[src/rtl/vga_mode_ctrl.sv]
// vga_mode_ctrl: 4-entry VGA timing table, pixel-clock enable and
// frame-aligned mode switching for the horizontal/vertical sync-calc counters.
// Entries 0/1 are fixed modes, entries 2/3 are CPU-writable and must be
// completed with a DIV write before they can be selected.
module vga_mode_ctrl #(
    parameter int HOLD_CYC = 4
) (
    input  logic        CLK,
    input  logic        RST,
    input  logic        MODE_REQ,
    input  logic [1:0]  MODE_SEL,
    output logic        MODE_ACK,
    output logic        MODE_ERR,
    output logic        BUSY,
    output logic [1:0]  MODE_CUR,
    input  logic        CFG_WE,
    input  logic        CFG_ENTRY,
    input  logic [3:0]  CFG_FIELD,
    input  logic [11:0] CFG_DATA,
    input  logic        FRAME_END,
    output logic [11:0] H_VIS,
    output logic [7:0]  H_FRONT,
    output logic [7:0]  H_SYNC,
    output logic [7:0]  H_BACK,
    output logic [11:0] V_VIS,
    output logic [7:0]  V_FRONT,
    output logic [7:0]  V_SYNC,
    output logic [7:0]  V_BACK,
    output logic        P_CLK_EN,
    output logic        TG_RST_N,
    output logic        VIDEO_EN
);

    typedef struct packed {
        logic [11:0] h_vis;
        logic [7:0]  h_front;
        logic [7:0]  h_sync;
        logic [7:0]  h_back;
        logic [11:0] v_vis;
        logic [7:0]  v_front;
        logic [7:0]  v_sync;
        logic [7:0]  v_back;
        logic [2:0]  div;
    } timing_t;

    typedef enum logic [1:0] {S_INIT, S_RUN, S_WAIT, S_HOLD} state_t;

    localparam timing_t MODE0 = '{12'd640, 8'd16, 8'd96, 8'd48,
                                  12'd480, 8'd10, 8'd2,  8'd33, 3'd2};
    localparam timing_t MODE1 = '{12'd800, 8'd56, 8'd120, 8'd64,
                                  12'd600, 8'd37, 8'd6,   8'd23, 3'd1};
    localparam logic [3:0] HOLD_LAST = 4'(HOLD_CYC - 1);

    // Merge one config field into a table entry; unknown fields leave it as is.
    function automatic timing_t wr_field(timing_t t, logic [3:0] f, logic [11:0] d);
        timing_t r;
        r = t;
        case (f)
            4'd0: r.h_vis   = d;
            4'd1: r.h_front = d[7:0];
            4'd2: r.h_sync  = d[7:0];
            4'd3: r.h_back  = d[7:0];
            4'd4: r.v_vis   = d;
            4'd5: r.v_front = d[7:0];
            4'd6: r.v_sync  = d[7:0];
            4'd7: r.v_back  = d[7:0];
            4'd8: r.div     = d[2:0];
            default: ;
        endcase
        return r;
    endfunction

    state_t      state, state_nxt;
    logic [3:0]  hold_cnt;
    logic [1:0]  target, mode_cur;
    timing_t     cur, tbl2, tbl3, tgt_timing;
    logic        vld2, vld3;
    logic [2:0]  div_cnt, div_cnt_nxt, div_eff;
    logic        tg_rst_n_q, video_en_q, busy_q, p_en_q, p_en_nxt;
    logic        sel_valid, switch_go, hold_done, run_now, run_nxt;
    logic [1:0]  cfg_idx;
    logic        cfg_do;

    assign sel_valid = (MODE_SEL == 2'd2) ? vld2 :
                       (MODE_SEL == 2'd3) ? vld3 : 1'b1;
    // Request handshake is decided in the cycle the request is seen.
    assign MODE_ACK  = (state == S_RUN) && MODE_REQ && sel_valid;
    assign MODE_ERR  = (state == S_RUN) && MODE_REQ && !sel_valid;
    assign switch_go = MODE_ACK && (MODE_SEL != mode_cur);
    assign hold_done = (hold_cnt == HOLD_LAST);
    assign run_now   = (state == S_RUN) || (state == S_WAIT);
    assign run_nxt   = (state_nxt == S_RUN) || (state_nxt == S_WAIT);
    assign div_eff   = (cur.div == 3'd0) ? 3'd1 : cur.div;

    // The active entry and a pending target are frozen against config writes.
    assign cfg_idx = {1'b1, CFG_ENTRY};
    assign cfg_do  = CFG_WE && (CFG_FIELD <= 4'd8) && (cfg_idx != mode_cur)
                     && !(busy_q && (cfg_idx == target));

    // Next-state: reset hold, run, wait for frame boundary, reset hold again.
    always_comb begin
        state_nxt = state;
        case (state)
            S_INIT: if (hold_done) state_nxt = S_RUN;
            S_RUN:  if (switch_go) state_nxt = S_WAIT;
            S_WAIT: if (FRAME_END) state_nxt = S_HOLD;
            S_HOLD: if (hold_done) state_nxt = S_RUN;
            default: state_nxt = S_INIT;
        endcase
    end

    // Table lookup for the latched switch target.
    always_comb begin
        tgt_timing = MODE0;
        case (target)
            2'd0: tgt_timing = MODE0;
            2'd1: tgt_timing = MODE1;
            2'd2: tgt_timing = tbl2;
            2'd3: tgt_timing = tbl3;
            default: tgt_timing = MODE0;
        endcase
    end

    // Divider restarts at 0 on every entry into run so the first pixel
    // enable lands DIV cycles after the timing generator leaves reset.
    always_comb begin
        div_cnt_nxt = 3'd0;
        if (run_nxt && run_now && (div_cnt != 3'(div_eff - 3'd1)))
            div_cnt_nxt = div_cnt + 3'd1;
        p_en_nxt = run_nxt && (div_cnt_nxt == 3'(div_eff - 3'd1));
    end

    // State register and reset-hold counter.
    always_ff @(posedge CLK or negedge RST) begin
        if (!RST) begin
            state    <= S_INIT;
            hold_cnt <= 4'd0;
        end else begin
            state <= state_nxt;
            if (state_nxt != state)
                hold_cnt <= 4'd0;
            else if ((state == S_INIT) || (state == S_HOLD))
                hold_cnt <= hold_cnt + 4'd1;
        end
    end

    // Target latch; timing and MODE_CUR swap only on the edge into HOLD.
    always_ff @(posedge CLK or negedge RST) begin
        if (!RST) begin
            target   <= 2'd0;
            mode_cur <= 2'd0;
            cur      <= MODE0;
        end else begin
            if (switch_go)
                target <= MODE_SEL;
            if ((state == S_WAIT) && FRAME_END) begin
                mode_cur <= target;
                cur      <= tgt_timing;
            end
        end
    end

    // Registered control outputs and pixel-enable divider.
    always_ff @(posedge CLK or negedge RST) begin
        if (!RST) begin
            tg_rst_n_q <= 1'b0;
            video_en_q <= 1'b0;
            busy_q     <= 1'b1;
            p_en_q     <= 1'b0;
            div_cnt    <= 3'd0;
        end else begin
            tg_rst_n_q <= run_nxt;
            video_en_q <= run_nxt;
            busy_q     <= (state_nxt != S_RUN);
            p_en_q     <= p_en_nxt;
            div_cnt    <= div_cnt_nxt;
        end
    end

    // Writable entries: any timing field invalidates, DIV completes the entry.
    always_ff @(posedge CLK or negedge RST) begin
        if (!RST) begin
            tbl2 <= '0;
            tbl3 <= '0;
            vld2 <= 1'b0;
            vld3 <= 1'b0;
        end else if (cfg_do) begin
            if (CFG_ENTRY) begin
                tbl3 <= wr_field(tbl3, CFG_FIELD, CFG_DATA);
                vld3 <= (CFG_FIELD == 4'd8);
            end else begin
                tbl2 <= wr_field(tbl2, CFG_FIELD, CFG_DATA);
                vld2 <= (CFG_FIELD == 4'd8);
            end
        end
    end

    assign BUSY     = busy_q;
    assign MODE_CUR = mode_cur;
    assign TG_RST_N = tg_rst_n_q;
    assign VIDEO_EN = video_en_q;
    assign P_CLK_EN = p_en_q;
    assign H_VIS    = cur.h_vis;
    assign H_FRONT  = cur.h_front;
    assign H_SYNC   = cur.h_sync;
    assign H_BACK   = cur.h_back;
    assign V_VIS    = cur.v_vis;
    assign V_FRONT  = cur.v_front;
    assign V_SYNC   = cur.v_sync;
    assign V_BACK   = cur.v_back;

endmodule

[config.mk]
export PLATFORM = sky130hd
export DESIGN_NAME = vga_mode_ctrl
export DESIGN_NICKNAME = d
export VERILOG_FILES = /design/src/rtl/vga_mode_ctrl.sv
export SDC_FILE = /design/constraint.sdc
export NUM_CORES = 1
export LEC_CHECK = 0
export CAP_MARGIN = 20
export CORE_MARGIN = 5
export CORE_UTILIZATION = 52
export DETAILED_ROUTE_END_ITERATION = 16
export PLACE_DENSITY = 0.77
export SLEW_MARGIN = 10
export SYNTH_ARGS = -nofsm -noshare
export SYNTH_HDL_FRONTEND = slang
export SYNTH_SLANG_ARGS = --single-unit
[constraint.sdc]
create_clock -name CLK -period 7.5 [get_ports CLK]
set_input_delay 1.125 -clock CLK [delete_from_list [all_inputs] [get_ports CLK]]
set_output_delay 1.125 -clock CLK [all_outputs]
set_load 0.005 [all_outputs]
==> run_results.csv <==
group,metric,value,unit
routing,ant_nets,0,
timing,hold_viol_final,0,
routing,via_count,6653,
synth,ys_ff_latch,243,
critical_path,worst-setup-path-type,"in -> out",
clock_network,hold_buffers,0,
synth,synth_ff_type,"dfrtp_1",
global_routing,grt_pass1_vias,6845,
place,place.detailed.hpwl,14840,um
floorplanning,start_util,52.95,%
min_path,hp-class,"reg -> reg",
clock_network,cts_tree,"built",
timing,holdWs,477.6,ps
floorplanning,row_count,53,
routing,firstDrtPassIters,4,
global_routing,overflow,0,
synth,avgSynthCellArea,12.31,um2
cells_and_area,antennaDiodeCount,0,
critical_path,reg2reg_depth,11,
floorplanning,dieWidth,156.5,um
clock_network,clockBufferDepth,3,
clock_network,post_cts_buffers,0,
synth,yosys.area.top_type,"dfrtp_1",
cells_and_area,final_nets,951,
routing,avgViaCountPerCell,5.485,
critical_path,r2r_start,"state[0]",
clock_network,clk_latency,520,ps
global_routing,antenna_found_initial,0,
clock_network,cts_buffers,25,
synth,synthMostInstantiatedCell,"dfrtp_1",
synth,synth-edff-count,0,
place,port_buffers,103,
floorplanning,coreArea,0.02109,mm2
routing,drc_errors,0,
synth,ys_seq_area_share,54.66,%
critical_path,crit_arrival,2660,ps
critical_path,worstPathRequired,6380,ps
floorplanning,ios,104,
synth,synth_nets,938,
synth,synth_area_leaders,"dfrtp_1 (50%), mux2_2 (11%), buf_4 (5.1%)",
synth,ys_top_cells_by_count,"dfrtp_1 (225), mux2_2 (112), nand2_1 (82)",
critical_path,r2r_end,"P_CLK_EN",
min_path,hold_end,"H_VIS[6]",
power_and_ir_drop,power,5.101,mW
synth,yosys_warnings,0,
place,place_area,0.01180,mm2
routing,wirelength,23290,um
cells_and_area,syn_to_final_growth,13.14,%
min_path,hold_depth,2,
min_path,hold_start,"H_VIS[6]",
synth,synthDistinctLibCells,53,
global_routing,grt_max_degree,103,
floorplanning,die_h,156.5,um
routing,wl_per_cell,19.20,um
floorplanning,die_area,0.02451,mm2
clock_network,htree_levels,1,
power_and_ir_drop,p_leak,5.824,nW
run_status,status,"complete, no violations",
timing,setup_tns,0,ps
timing,period_minus_slack,3785,ps
cells_and_area,fillers,1639,
timing,rsz0062_at_grt,"no",
timing,max_slew_margin,34.65,%
clock_network,clk_pin_slew_worst_paths,60,ps
power_and_ir_drop,peakVddDrop,0.0002212,V
timing,setup_viol,0,
timing,fin_skew,22.79,ps
global_routing,grt_pass1_wl,37900,um
power_and_ir_drop,powerDensity,403.7,mW/mm2
clock_network,ctsResizeCount,0,
clock_network,root_buffer,"clkbuf_16",
synth,synth_area,0.01117,mm2
global_routing,grtUsageTotal,19.29,%
critical_path,crit_fanout,3,
critical_path,reg2reg_slack,4120,ps
synth,synthCells,907,
timing,fin_crit_sh,50.47,%
cells_and_area,drive_gt1_share,25.05,%
synth,synth_top_cell_area_share,50.42,%
clock_network,cts_sinks,243,
timing,fmax,0.2642,GHz
synth,async_reset_ff_share,100.0,%
place,place_congestion,0.8062,
cells_and_area,postLayoutCellArea,0.01263,mm2
timing,max_slew.worst_pin.slew,980.3,ps
routing,drt_iter0_markers,436,
critical_path,cp-start-kind,"primary input",
timing,slew_viol_final,0,
critical_path,cp-end-kind,"output pin",
run,maxCapViolCount,0,
-- through the flow --
step                util [%]  setup slack (ps)  std cells
floorplan                  -              4162        907
global placement       55.97              3493       1167
detailed placement     55.97              3402       1167
CTS                    59.78              3720       1212
global route           59.91              3598       1213
finish                 59.91              3715       1213
-- per-layer routing --
| layer | vias to the layer above | part of all wire, % | GRT usage, % |
|---|---|---|---|
| met5 | - | 0 | 0 |
| met4 | 0 | 2.4 | 5.579 |
| met3 | 40 | 5.1 | 3.623 |
| met2 | 147 | 46 | 29.62 |
| met1 | 3374 | 47 | 28.28 |
| li1 | 3092 | - | - |
-- worst max-delay path by stage --
stage / startpoint / slack (ps) / endpoint
3_3_place_gp: MODE_SEL[0] / 3490 / P_CLK_EN
3_5_place_dp: MODE_SEL[0] / 3400 / P_CLK_EN
4_1_cts: MODE_SEL[0] / 3720 / MODE_ERR
6_report: MODE_SEL[0] / 3710 / MODE_ERR
5_1_grt: MODE_SEL[0] / 3600 / MODE_ERR
2_1_floorplan: MODE_SEL[0] / 4160 / P_CLK_EN
-- layout make-up --
class	count	area [um2]	area share, %
Sequential cell	243	6107	48.34
Clock buffer	34	719.4	5.694
Inverter	19	71.32	0.5645
Clock inverter	11	83.83	0.6635
Timing Repair Buffer	111	1116	8.833
Multi-Input combinational cell	520	4193	33.18
Tap cell	275	344.1	2.723
-- registers in the layout, summed over array words and instances, names as in the netlist, 2 cells and up --
name / cells
target: 2
hold_cnt: 4
H_VIS: 12
MODE_CUR: 2
V_VIS: 12
tbl3: 75
V_BACK: 8
H_SYNC: 8
H_FRONT: 8
cur: 3
H_BACK: 8
tbl2: 75
div_cnt: 3
V_SYNC: 8
V_FRONT: 8
state: 2
-- power by group --
group	internal, mW	switching (mW)
clock network	0.704	0.501
registers	1.83	0.308
logic	0.931	0.823
-- cell families (layout without fill, tap and decap cells) --
kind of cell,count (synthesis),in the layout,synth area share (%)
compound gates,139,139,7.171
xor+xnor,12,12,0.9412
fa+ha+maj,7,7,0.7843
buf+inv,144,175,7.843
flops,243,243,54.66
mux,201,201,20.73
simple gates,161,161,7.877
-- cell usage in the layout, fill, tap and decap left out, types with 9 or more instances in the layout --
master | netlist | routed
a21oi_1 | 31 | 31
a22oi_1 | 20 | 20
clkbuf_16 | 0 | 25
clkdlybuf4s50_1 | 0 | 102
clkinv_2 | 0 | 9
dfrtp_1 | 225 | 224
dfstp_2 | 18 | 18
inv_1 | 19 | 19
mux2_1 | 10 | 10
mux2_2 | 112 | 112
mux2_4 | 30 | 30
mux2i_1 | 49 | 49
nand2_1 | 82 | 81
nand2b_1 | 22 | 22
nor2_1 | 20 | 20
o21ai_0 | 74 | 74
-- worst max-delay path, stage by stage --
cell and delay [ps]:
clkdlybuf4s50_1 530, mux2i_1 320, nand2_1 90, nor2_1 100
clkdlybuf4s50_1 500
(Power assumes the default switching activity.)
